$ cat config.mk
export PLATFORM = sky130hd
export DESIGN_NAME = ifetch_seq
export DESIGN_NICKNAME = d
export VERILOG_FILES = /design/src/rtl/ifetch_seq.sv
export SDC_FILE = /design/constraint.sdc
export NUM_CORES = 1
export LEC_CHECK = 0
export ABC_AREA = 1
export CAP_MARGIN = 0
export CORE_ASPECT_RATIO = 0.5
export CORE_MARGIN = 5
export CORE_UTILIZATION = 46
export CTS_BUF_LIST = sky130_fd_sc_hd__clkbuf_8 sky130_fd_sc_hd__clkbuf_16
export CTS_CLUSTER_DIAMETER = 150
export DETAILED_ROUTE_END_ITERATION = 10
export HOLD_SLACK_MARGIN = 0.08
export PLACE_DENSITY = 0.85
export SLEW_MARGIN = 20
export SYNTH_ARGS = -nofsm -noshare
export SYNTH_HDL_FRONTEND = slang
export SYNTH_SLANG_ARGS = --single-unit
$ cat constraint.sdc
create_clock -name clock -period 4.2 [get_ports clock]
set_input_delay 0.84 -clock clock [delete_from_list [all_inputs] [get_ports clock]]
set_output_delay 0.84 -clock clock [all_outputs]
set_load 0.02 [all_outputs]
$ cat src/rtl/ifetch_seq.sv
`default_nettype none
// ============================================================================
// Module   : ifetch_seq
// Brief    : Sequential instruction fetch with a ready handshake and next-PC
//            selection. Define IFETCH_ALIGN_TRAP_EN to trap misaligned targets.
// Revision : 1.0 - initial release
// ============================================================================
module ifetch_seq #(
  parameter int          ADDR_W   = 14,
  parameter logic [31:0] RESET_PC = 32'h0000_0000
) (
  input  logic              clock,
  input  logic              reset_n,
  output logic              imem_req,
  output logic [ADDR_W-1:0] imem_addr,
  input  logic              imem_ready,
  input  logic [31:0]       imem_rdata,
  output logic [31:0]       instruction,
  output logic [31:0]       pc,
  output logic [31:0]       link_addr,
  output logic              instr_valid,
  input  logic              instr_ack,
  input  logic              branch,
  input  logic              nbranch,
  input  logic              jmp,
  input  logic              jal,
  input  logic              jr,
  input  logic              zero,
  input  logic [31:0]       branch_addr,
  input  logic [31:0]       read_data_1
`ifdef IFETCH_ALIGN_TRAP_EN
  ,
  output logic              fault
`endif
);

  typedef enum logic [1:0] {
    S_IDLE  = 2'd0,
    S_FETCH = 2'd1,
    S_VALID = 2'd2,
    S_FAULT = 2'd3
  } state_t;

  state_t            state_q;
  logic [31:0]       pc_q;
  logic [31:0]       instr_q;
  logic              valid_q;
  logic              req_q;
  logic [ADDR_W-1:0] addr_q;

  logic [31:0]       pc_plus4;
  logic              taken;
  logic [31:0]       pc_sel;
  logic [31:0]       pc_d;
  logic              unused_bits;

  assign unused_bits = ^branch_addr[31:30];

  always_comb begin
    pc_plus4 = pc_q + 32'd4;
    taken    = (branch & zero) | (nbranch & ~zero);
    pc_sel   = pc_plus4;
    if (jr) begin
      pc_sel = read_data_1;
    end else if (jmp | jal) begin
      pc_sel = {pc_plus4[31:28], instr_q[25:0], 2'b00};
    end else if (taken) begin
      pc_sel = {branch_addr[29:0], 2'b00};
    end
    // Only jr can produce a misaligned target; the low bits are dropped here.
    pc_d = {pc_sel[31:2], 2'b00};
  end

`ifdef IFETCH_ALIGN_TRAP_EN
  logic fault_q;
  logic misaligned;
  assign misaligned = |pc_sel[1:0];
  assign fault      = fault_q;
`endif

  always_ff @(posedge clock) begin
    if (!reset_n) begin
      state_q <= S_IDLE;
      pc_q    <= RESET_PC;
      instr_q <= 32'd0;
      valid_q <= 1'b0;
      req_q   <= 1'b0;
      addr_q  <= '0;
`ifdef IFETCH_ALIGN_TRAP_EN
      fault_q <= 1'b0;
`endif
    end else begin
      case (state_q)
        S_IDLE: begin
          state_q <= S_FETCH;
          req_q   <= 1'b1;
          addr_q  <= pc_q[ADDR_W+1:2];
        end
        S_FETCH: begin
          if (imem_ready) begin
            instr_q <= imem_rdata;
            valid_q <= 1'b1;
            req_q   <= 1'b0;
            state_q <= S_VALID;
          end
        end
        S_VALID: begin
          if (instr_ack) begin
            valid_q <= 1'b0;
`ifdef IFETCH_ALIGN_TRAP_EN
            if (misaligned) begin
              state_q <= S_FAULT;
              fault_q <= 1'b1;
            end else begin
              pc_q    <= pc_d;
              state_q <= S_FETCH;
              req_q   <= 1'b1;
              addr_q  <= pc_d[ADDR_W+1:2];
            end
`else
            pc_q    <= pc_d;
            state_q <= S_FETCH;
            req_q   <= 1'b1;
            addr_q  <= pc_d[ADDR_W+1:2];
`endif
          end
        end
        S_FAULT: begin
          state_q <= S_FAULT;
        end
        default: begin
          state_q <= S_IDLE;
        end
      endcase
    end
  end

  assign imem_req    = req_q;
  assign imem_addr   = addr_q;
  assign instruction = instr_q;
  assign pc          = pc_q;
  assign link_addr   = pc_q + 32'd4;
  assign instr_valid = valid_q;

endmodule
`default_nettype wire

==> Flow_metrics.wiki, run 1 <==
{| class="wikitable"
! Metric !! Value
|-
| Global routing usage on met2 || between 40% and 50%
|-
| GR Util met1 || about two fifths
|-
| Power Density || 302.0 nW/um^2
|-
| Number of failing setup endpoints in the final timing report || 0
|-
| Final routed wire length divided by cell count || about 17 um
|-
| Count of nets left with antenna violations after detail routing || 0
|-
| Maximum vdd drop || between 0.15 and 0.2 mV
|-
| Count of buffers inserted at the top-level ports || between 200 and 250
|-
| Yosys warning total || 0
|-
| DPL Wire Length || around 15 mm
|-
| Source-to-sink clock delay at the later pin of the worst-skew pair || between 300 and 400 ps
|-
| Total power after layout || 2.206 mW
|-
| Number of enable flip-flop cells after synthesis || 0
|-
| Min Tclk post-route || 3538 ps
|-
| Unique masters post-synth || 34
|-
| HP Class || reg2reg
|-
| Endpoints failing hold || 0
|-
| Via count of the first global-routing pass || around 5.5k
|-
| Die span in x || about 150 um
|-
| Top cells by area in the synthesized netlist || dfxtp_1, nand2_1, a21oi_1
|-
| Number of hold buffers added after cts || 0
|-
| Most instantiated flip-flop cell in the synthesis netlist || dfxtp_1
|-
| Global-route layer with the greatest usage || met2
|-
| Cells after Synth || just under 800
|-
| Share of synthesized registers carrying an async set or reset || 0%
|-
| Std-Cell Core Area || between 10000 and 15000 um^2
|-
| Clock tree skew after final layout || 6.267 ps
|-
| Number of clock buffers inserted by TritonCTS || 9
|-
| Setup total negative slack || 0 ps
|-
| Maximum number of pins on one net before global-route repair || 30
|-
| Slew at the pin closest to its max-slew limit || 809.0 ps
|-
| All-Layer GR Usage || ~29%
|-
| Reported max-cap violation count || 0
|-
| Root cell of the clock tree || clkbuf_16
|-
| Height of the die || around 82 um
|-
| Total length of routed wires || about 19 mm
|-
| CP Class || reg2out
|-
| Iteration-0 DRC Markers || around 510
|-
| ANT cells || 0
|-
| Fin nets || approximately 1.1k
|-
| Fraction of post-synthesis cell area in the top cell type by area || between 30% and 40%
|-
| Average instance area after synthesis || 6.145 um^2
|-
| Synth Register Bits || 80
|-
| Effective utilization at floorplan || approximately 47%
|-
| Finished Layout Cells || ~1.1k
|-
| GRT overflow || 0
|-
| Die area || about 13000 um^2
|-
| Cell with the most instances after synthesis || nand2_1
|-
| Last weighted congestion value of the routability-driven placer || 0.9990
|-
| Setup repair after global routing missed its margin || no
|-
| Data arrival at the endpoint of the critical path || roughly 2700 ps
|-
| Placement Rows || 26
|-
| Pre-antenna DRT Iters || 5
|-
| Clk slew on worst S/H paths || approximately 60 ps
|-
| Proportion of synthesized chip area in sequential cells || between 30 and 40%
|-
| Post-route worst hold slack || 457.0 ps
|-
| Grt met3 use || under 10%
|-
| Count of buffers added by post-CTS timing repair for setup || 0
|-
| Final clock period utilization by the worst path || between 80% and 90%
|-
| Layout cells sized above 1 || about 7.2%
|-
| Number of ports placed on the die boundary || around 220
|-
| Maximum achievable frequency || approximately 0.28 GHz
|-
| Required time worst endpoint || between 3000 and 4000 ps
|-
| Maximum number of buffers from clock root to sink || 2
|-
| Leakage power || between 2 and 3 nW
|-
| Library cell with the largest summed area after synthesis || dfxtp_1
|-
| Post-cts repair resize count || 0
|-
| Syn-to-layout area delta || 52.19%
|-
| Status || finished, final reports clean
|-
| Capturing element type of the critical path || output port
|-
| Global-route wire length before repair || about 29 mm
|-
| Overall via count from detail_route || 5828
|-
| Type of origin of the critical path || flop
|-
| CTS H-Tree Depth || 3
|-
| Most instantiated cells after synthesis || nand2_1, a21oi_1, dfxtp_1, nor2_1, inv_1
|-
| Final Max Tran Viols || 0
|-
| Placed Instances || around 1.1k
|-
| Via count normalized by instance count || roughly 5.2
|-
| Maximum fanout along the worst path || 6
|-
| Number of design rule violations left after detail routing || 0
|-
| Netlist Area Pre-Place || around 4800 um^2
|-
| Final Util || 71.74%
|-
| CTS tree || done
|-
| Relative max-transition margin || 45.94%
|-
| TritonCTS Sinks || 80
|-
| Antenna violations before repair || 0
|}
[sequential cells by signal, indices dropped and copies added (netlist names)]
signal	count
imem_req	1
state_q	2
instruction	32
imem_addr	14
pc	30
instr_valid	1
[cell families after synthesis]
kind of cell    synth area share [%]
simple gates                   35.06
compound gates                 19.11
buf+inv                        9.828
flops                          33.37
xor+xnor                       2.294
fa+ha+maj                     0.2606
other cells                  0.07813
[metrics by stage]
| step | cell area (um^2) | setup WS, ps |
|---|---|---|
| 2_1_floorplan | 4811 | 1802 |
| 3_3_place_gp | 6985 | 1101 |
| 3_5_place_dp | 6985 | 1101 |
| 4_1_cts | 7302 | 722.4 |
| 5_1_grt | 7305 | 524.5 |
| 6_report | 7305 | 661.6 |
[power by group]
part / switching (mW) / internal (mW)
clock: 0.337 / 0.522
combinational: 0.273 / 0.236
sequential: 0.0372 / 0.801
total: 0.647 / 1.56
[layout make-up]
cell class | count | area, um^2
clock buffer | 9 | 225.2
timing repair buffer | 222 | 2190
multi-input combinational | 589 | 2740
inverter | 75 | 281.5
sequential | 80 | 1602
clock inverter | 6 | 91.34
tap | 140 | 175.2
fill | 872 | 2878
[metal layers]
layer | vias to the layer above | wire (um) | share of wire [%]
met5 | - | 0 | 0
met4 | 0 | 371 | 2.0
met3 | 31 | 1899 | 10
met2 | 273 | 8456 | 45
met1 | 2663 | 8219 | 43
li1 | 2861 | - | -
[worst max-delay path: stages (launching register included)]
cell             delay, ps
dfxtp_1                460
ha_1                   330
nand3_1                220
nor2_2                 250
nand3_1                220
xnor2_2                210
clkdlybuf4s50_1        660
[final timing paths]
check	start	end	slack, ps	cells past startpoint
min reg2reg	imem_addr[9]	imem_addr[9]	460	2
max reg2reg	pc[3]	pc[16]	2120	9
min	imem_addr[9]	imem_addr[9]	460	2
max	pc[3]	link_addr[16]	660	6
[placed cells by master, fill, tap and decap left out, types with 2 or more instances in the layout]
cell | netlist | layout
conb_1 | 1 | 4
and2_1 | 3 | 3
nand2_1 | 258 | 258
inv_2 | 5 | 5
xor2_2 | 2 | 2
nand3b_1 | 3 | 3
clkbuf_16 | 0 | 9
clkdlybuf4s50_1 | 0 | 209
o21ai_1 | 3 | 3
dfxtp_1 | 80 | 80
o22ai_1 | 4 | 4
inv_6 | 0 | 2
xor2_1 | 6 | 6
a21oi_2 | 3 | 3
nor3_1 | 2 | 2
nor2_1 | 80 | 79
a21oi_1 | 84 | 84
or2_2 | 5 | 5
o21bai_1 | 5 | 5
nor2_2 | 13 | 14
inv_1 | 70 | 70
buf_4 | 8 | 13
nand3_1 | 29 | 29
o211ai_1 | 15 | 15
o21ai_0 | 51 | 51
nand2_2 | 7 | 7
bufinv_16 | 0 | 2
nor2_4 | 4 | 4
No activity file was read; power rests on OpenSTA's default activity.
==> run 2, diff against run 1 <==
--- a/config.mk
+++ b/config.mk
@@ -9,12 +9,12 @@
 export CAP_MARGIN = 0
 export CORE_ASPECT_RATIO = 0.5
 export CORE_MARGIN = 5
-export CORE_UTILIZATION = 46
+export CORE_UTILIZATION = 42
 export CTS_BUF_LIST = sky130_fd_sc_hd__clkbuf_8 sky130_fd_sc_hd__clkbuf_16
 export CTS_CLUSTER_DIAMETER = 150
 export DETAILED_ROUTE_END_ITERATION = 10
 export HOLD_SLACK_MARGIN = 0.08
-export PLACE_DENSITY = 0.85
+export PLACE_DENSITY = 0.78
 export SLEW_MARGIN = 20
 export SYNTH_ARGS = -nofsm -noshare
 export SYNTH_HDL_FRONTEND = slang
==> constraint.sdc (replaced) <==
create_clock -name clock -period 3.6 [get_ports clock]
set_input_delay 0.72 -clock clock [delete_from_list [all_inputs] [get_ports clock]]
set_output_delay 0.72 -clock clock [all_outputs]
set_load 0.02 [all_outputs]
==> Flow_metrics.wiki, run 2 (synthesis results as in run 1) <==
{| class="wikitable"
! Metric !! Value
|-
| Status || finished, final reports clean (unchanged)
|-
| Setup repair after global routing missed its margin || no (unchanged)
|-
| Total length of routed wires || 19.02 mm (was 18.95 mm)
|-
| CTS tree || done (unchanged)
|-
| HP Class || reg2reg (unchanged)
|-
| Relative max-transition margin || 55.55% (was 45.94%)
|-
| Number of hold buffers added after cts || 0 (unchanged)
|-
| Via count of the first global-routing pass || 5438 (was 5462)
|-
| Number of design rule violations left after detail routing || 0 (unchanged)
|-
| Power Density || 357.3 nW/um^2 (was 302.0 nW/um^2)
|-
| Antenna violations before repair || 0 (unchanged)
|-
| Iteration-0 DRC Markers || 474 (was 509)
|-
| DPL Wire Length || 14.76 mm (was 14.87 mm)
|-
| Placed Instances || 1110 (was 1106)
|-
| Final Util || 66.07% (was 71.74%)
|-
| CP Class || reg2out (unchanged)
|-
| Required time worst endpoint || 2880 ps (was 3360 ps)
|-
| Final routed wire length divided by cell count || 16.89 um (was 16.90 um)
|-
| Syn-to-layout area delta || 52.53% (was 52.19%)
|-
| Switching Share || 29.33% (was 29.31%)
|-
| Die area || 13800 um^2 (was 12700 um^2)
|-
| Most common cell after layout, fill and taps aside || nand2_1 (unchanged)
|-
| Most frequent cell on the critical path || nand3_1 (unchanged)
|-
| Kind of cell adding the most delay to the critical path || buffers and inverters (was simple AND/OR/NAND/NOR gates)
|-
| Delay of the slowest cell on the worst path || 660 ps (about the same)
|-
| Post-route worst hold slack || 453.6 ps (was 457.0 ps)
|-
| Root cell of the clock tree || clkbuf_16 (unchanged)
|-
| Maximum vdd drop || 0.2363 mV (was 0.1956 mV)
|-
| Number of clock buffers inserted by TritonCTS || 9 (unchanged)
|-
| Pint || 1.849 mW (was 1.559 mW)
|-
| Capturing element type of the critical path || output port (unchanged)
|-
| Standard cell area after detailed placement || 6984 um^2 (was 6985 um^2)
|-
| Clk pwr share || 40.0% (was 38.9%)
|-
| Count of buffers added by post-CTS timing repair for setup || 0 (unchanged)
|-
| Die span in x || 161.2 um (was 154.5 um)
|-
| TritonCTS Sinks || 80 (unchanged)
|-
| Clk slew on worst S/H paths || 70 ps (was 60 ps)
|-
| All-Layer GR Usage || 27.00% (was 28.89%)
|-
| Number of failing setup endpoints in the final timing report || 0 (unchanged)
|-
| Finished Layout Cells || 1126 (was 1121)
|-
| GRT overflow || 0 (unchanged)
|-
| Layout cells sized above 1 || 7.136% (was 7.238%)
|-
| Fin nets || 1083 (was 1084)
|-
| Leakage power || 2.805 nW (was 2.802 nW)
|-
| CTS H-Tree Depth || 3 (unchanged)
|-
| Share of power burned in registers || 37.4% (was 38.0%)
|-
| Maximum achievable frequency || 0.2968 GHz
|-
| Data arrival at the endpoint of the critical path || 2650 ps (was 2700 ps)
|-
| Count of buffers inserted at the top-level ports || 209 (unchanged)
|-
| Final clock period utilization by the worst path || 93.59%
|-
| Slew at the pin closest to its max-slew limit || 665.2 ps (was 809.0 ps)
|-
| Count of nets left with antenna violations after detail routing || 0 (unchanged)
|-
| Overall via count from detail_route || 5813 (was 5828)
|-
| Global-route wire length before repair || 29.59 mm (was 28.59 mm)
|-
| Maximum number of pins on one net before global-route repair || 43 (was 30)
|-
| Number of ports placed on the die boundary || 218 (unchanged)
|-
| Net switching power || 0.7674 mW (was 0.6466 mW)
|-
| Pre-antenna DRT Iters || 5 (unchanged)
|-
| Effective utilization at floorplan || 43.32% (was 47.14%)
|-
| Maximum number of buffers from clock root to sink || 2 (unchanged)
|-
| ANT cells || 0 (unchanged)
|-
| Source-to-sink clock delay at the later pin of the worst-skew pair || 330 ps (was 340 ps)
|-
| Placement Rows || 27 (was 26)
|-
| Number of flip-flops in the largest register || 32 (unchanged)
|-
| Slowest cell on crit path || clkdlybuf4s50_1 (unchanged)
|-
| Maximum fanout along the worst path || 6 (unchanged)
|-
| Via count normalized by instance count || 5.163 (was 5.199)
|-
| Final design area excluding fillers || 7321 um^2 (was 7305 um^2)
|-
| Last weighted congestion value of the routability-driven placer || 0.9009 (was 0.9990)
|-
| Endpoints failing hold || 0 (unchanged)
|-
| Min Tclk post-route || 3369 ps
|-
| Post-cts repair resize count || 0 (unchanged)
|-
| Ordered list of cells on the worst path || ha_1, nand3_1, nor2_2, nand3_1, xnor2_2, clkdlybuf4s50_1 (unchanged)
|-
| Post-placement worst setup slack || 623.4 ps (was 1101 ps)
|-
| Clock tree skew after final layout || 7.007 ps (was 6.267 ps)
|-
| Combinational share of power || 22.6% (was 23.1%)
|-
| Reported max-cap violation count || 0 (unchanged)
|-
| Type of origin of the critical path || flop (unchanged)
|-
| Total power after layout || 2.616 mW (was 2.206 mW)
|-
| Final Max Tran Viols || 0 (unchanged)
|-
| WP buf/inv || 1 (unchanged)
|-
| Worst Setup Slack, final || 230.6 ps (was 661.6 ps)
|-
| Height of the die || 85.59 um (was 82.23 um)
|-
| Std-Cell Core Area || 11080 um^2 (was 10180 um^2)
|-
| Setup total negative slack || 0 ps (unchanged)
|-
| Most frequent cells in the layout || nand2_1, clkdlybuf4s50_1, a21oi_1 (unchanged)
|}
run 2: changes by cell type in the layout (fill, tap and decap cells not counted), sizes merged:
cell    change
clkinv      -1
inv         +1
clkbuf      +1
buf         -1
run 2: worst paths after layout:
| path | start | to | slack (ps) | cells after the start |
|---|---|---|---|---|
| min | imem_addr[7] | imem_addr[7] | 450 | 2 |
| max reg2reg | pc[3] | imem_addr[12] | 1530 | 12 |
| max | pc[3] | link_addr[16] | 230 | 6 |
| min reg2reg | imem_addr[7] | imem_addr[7] | 450 | 2 |
run 2: area by class of cell:
| cell class | instances | area, um^2 |
|---|---|---|
| clock buffer | 10 | 239.0 |
| multi-input combinational | 589 | 2738 |
| timing repair buffer | 221 | 2182 |
| fill | 1025 | 3760 |
| inverter | 75 | 281.5 |
| clock inverter | 6 | 97.59 |
| tap | 145 | 181.4 |
| sequential | 80 | 1602 |
run 2: worst reg2reg max path, stage by stage (launching register included):
cell and delay [ps]:
dfxtp_1 460, ha_1 350, nand2_1 100, nor2_2 170
nand2_2 120, inv_1 180, nand3_1 110, nand3_1 120
nand3_1 80, nand2_1 90, nand2_1 50, nand2_1 70
nand2_1 50
run 2: power groups by stage:
stage	logic, mW	clock network [mW]	registers (mW)
2_1_floorplan	0.226	0	1.05
3_3_place_gp	0.577	0	0.994
3_5_place_dp	0.584	0	0.997
4_1_cts	0.587	1.05	0.977
5_1_grt	0.635	1.10	0.985
6_report	0.591	1.05	0.979
run 2: routing by layer:
metal	share of wire (%)	track usage (%)	vias up
li1	-	-	2865
met1	45	37.15	2636
met2	44	42.93	285
met3	9.3	6.673	27
met4	2.0	6.656	0
met5	0	0	-
==> run 3, diff against run 2 <==
--- a/config.mk
+++ b/config.mk
@@ -19,3 +19,4 @@
 export SYNTH_ARGS = -nofsm -noshare
 export SYNTH_HDL_FRONTEND = slang
 export SYNTH_SLANG_ARGS = --single-unit
+export TNS_END_PERCENT = 5
==> results of run 3 <==
No change in the layout: final DEF, timing and power equal those of run 2.
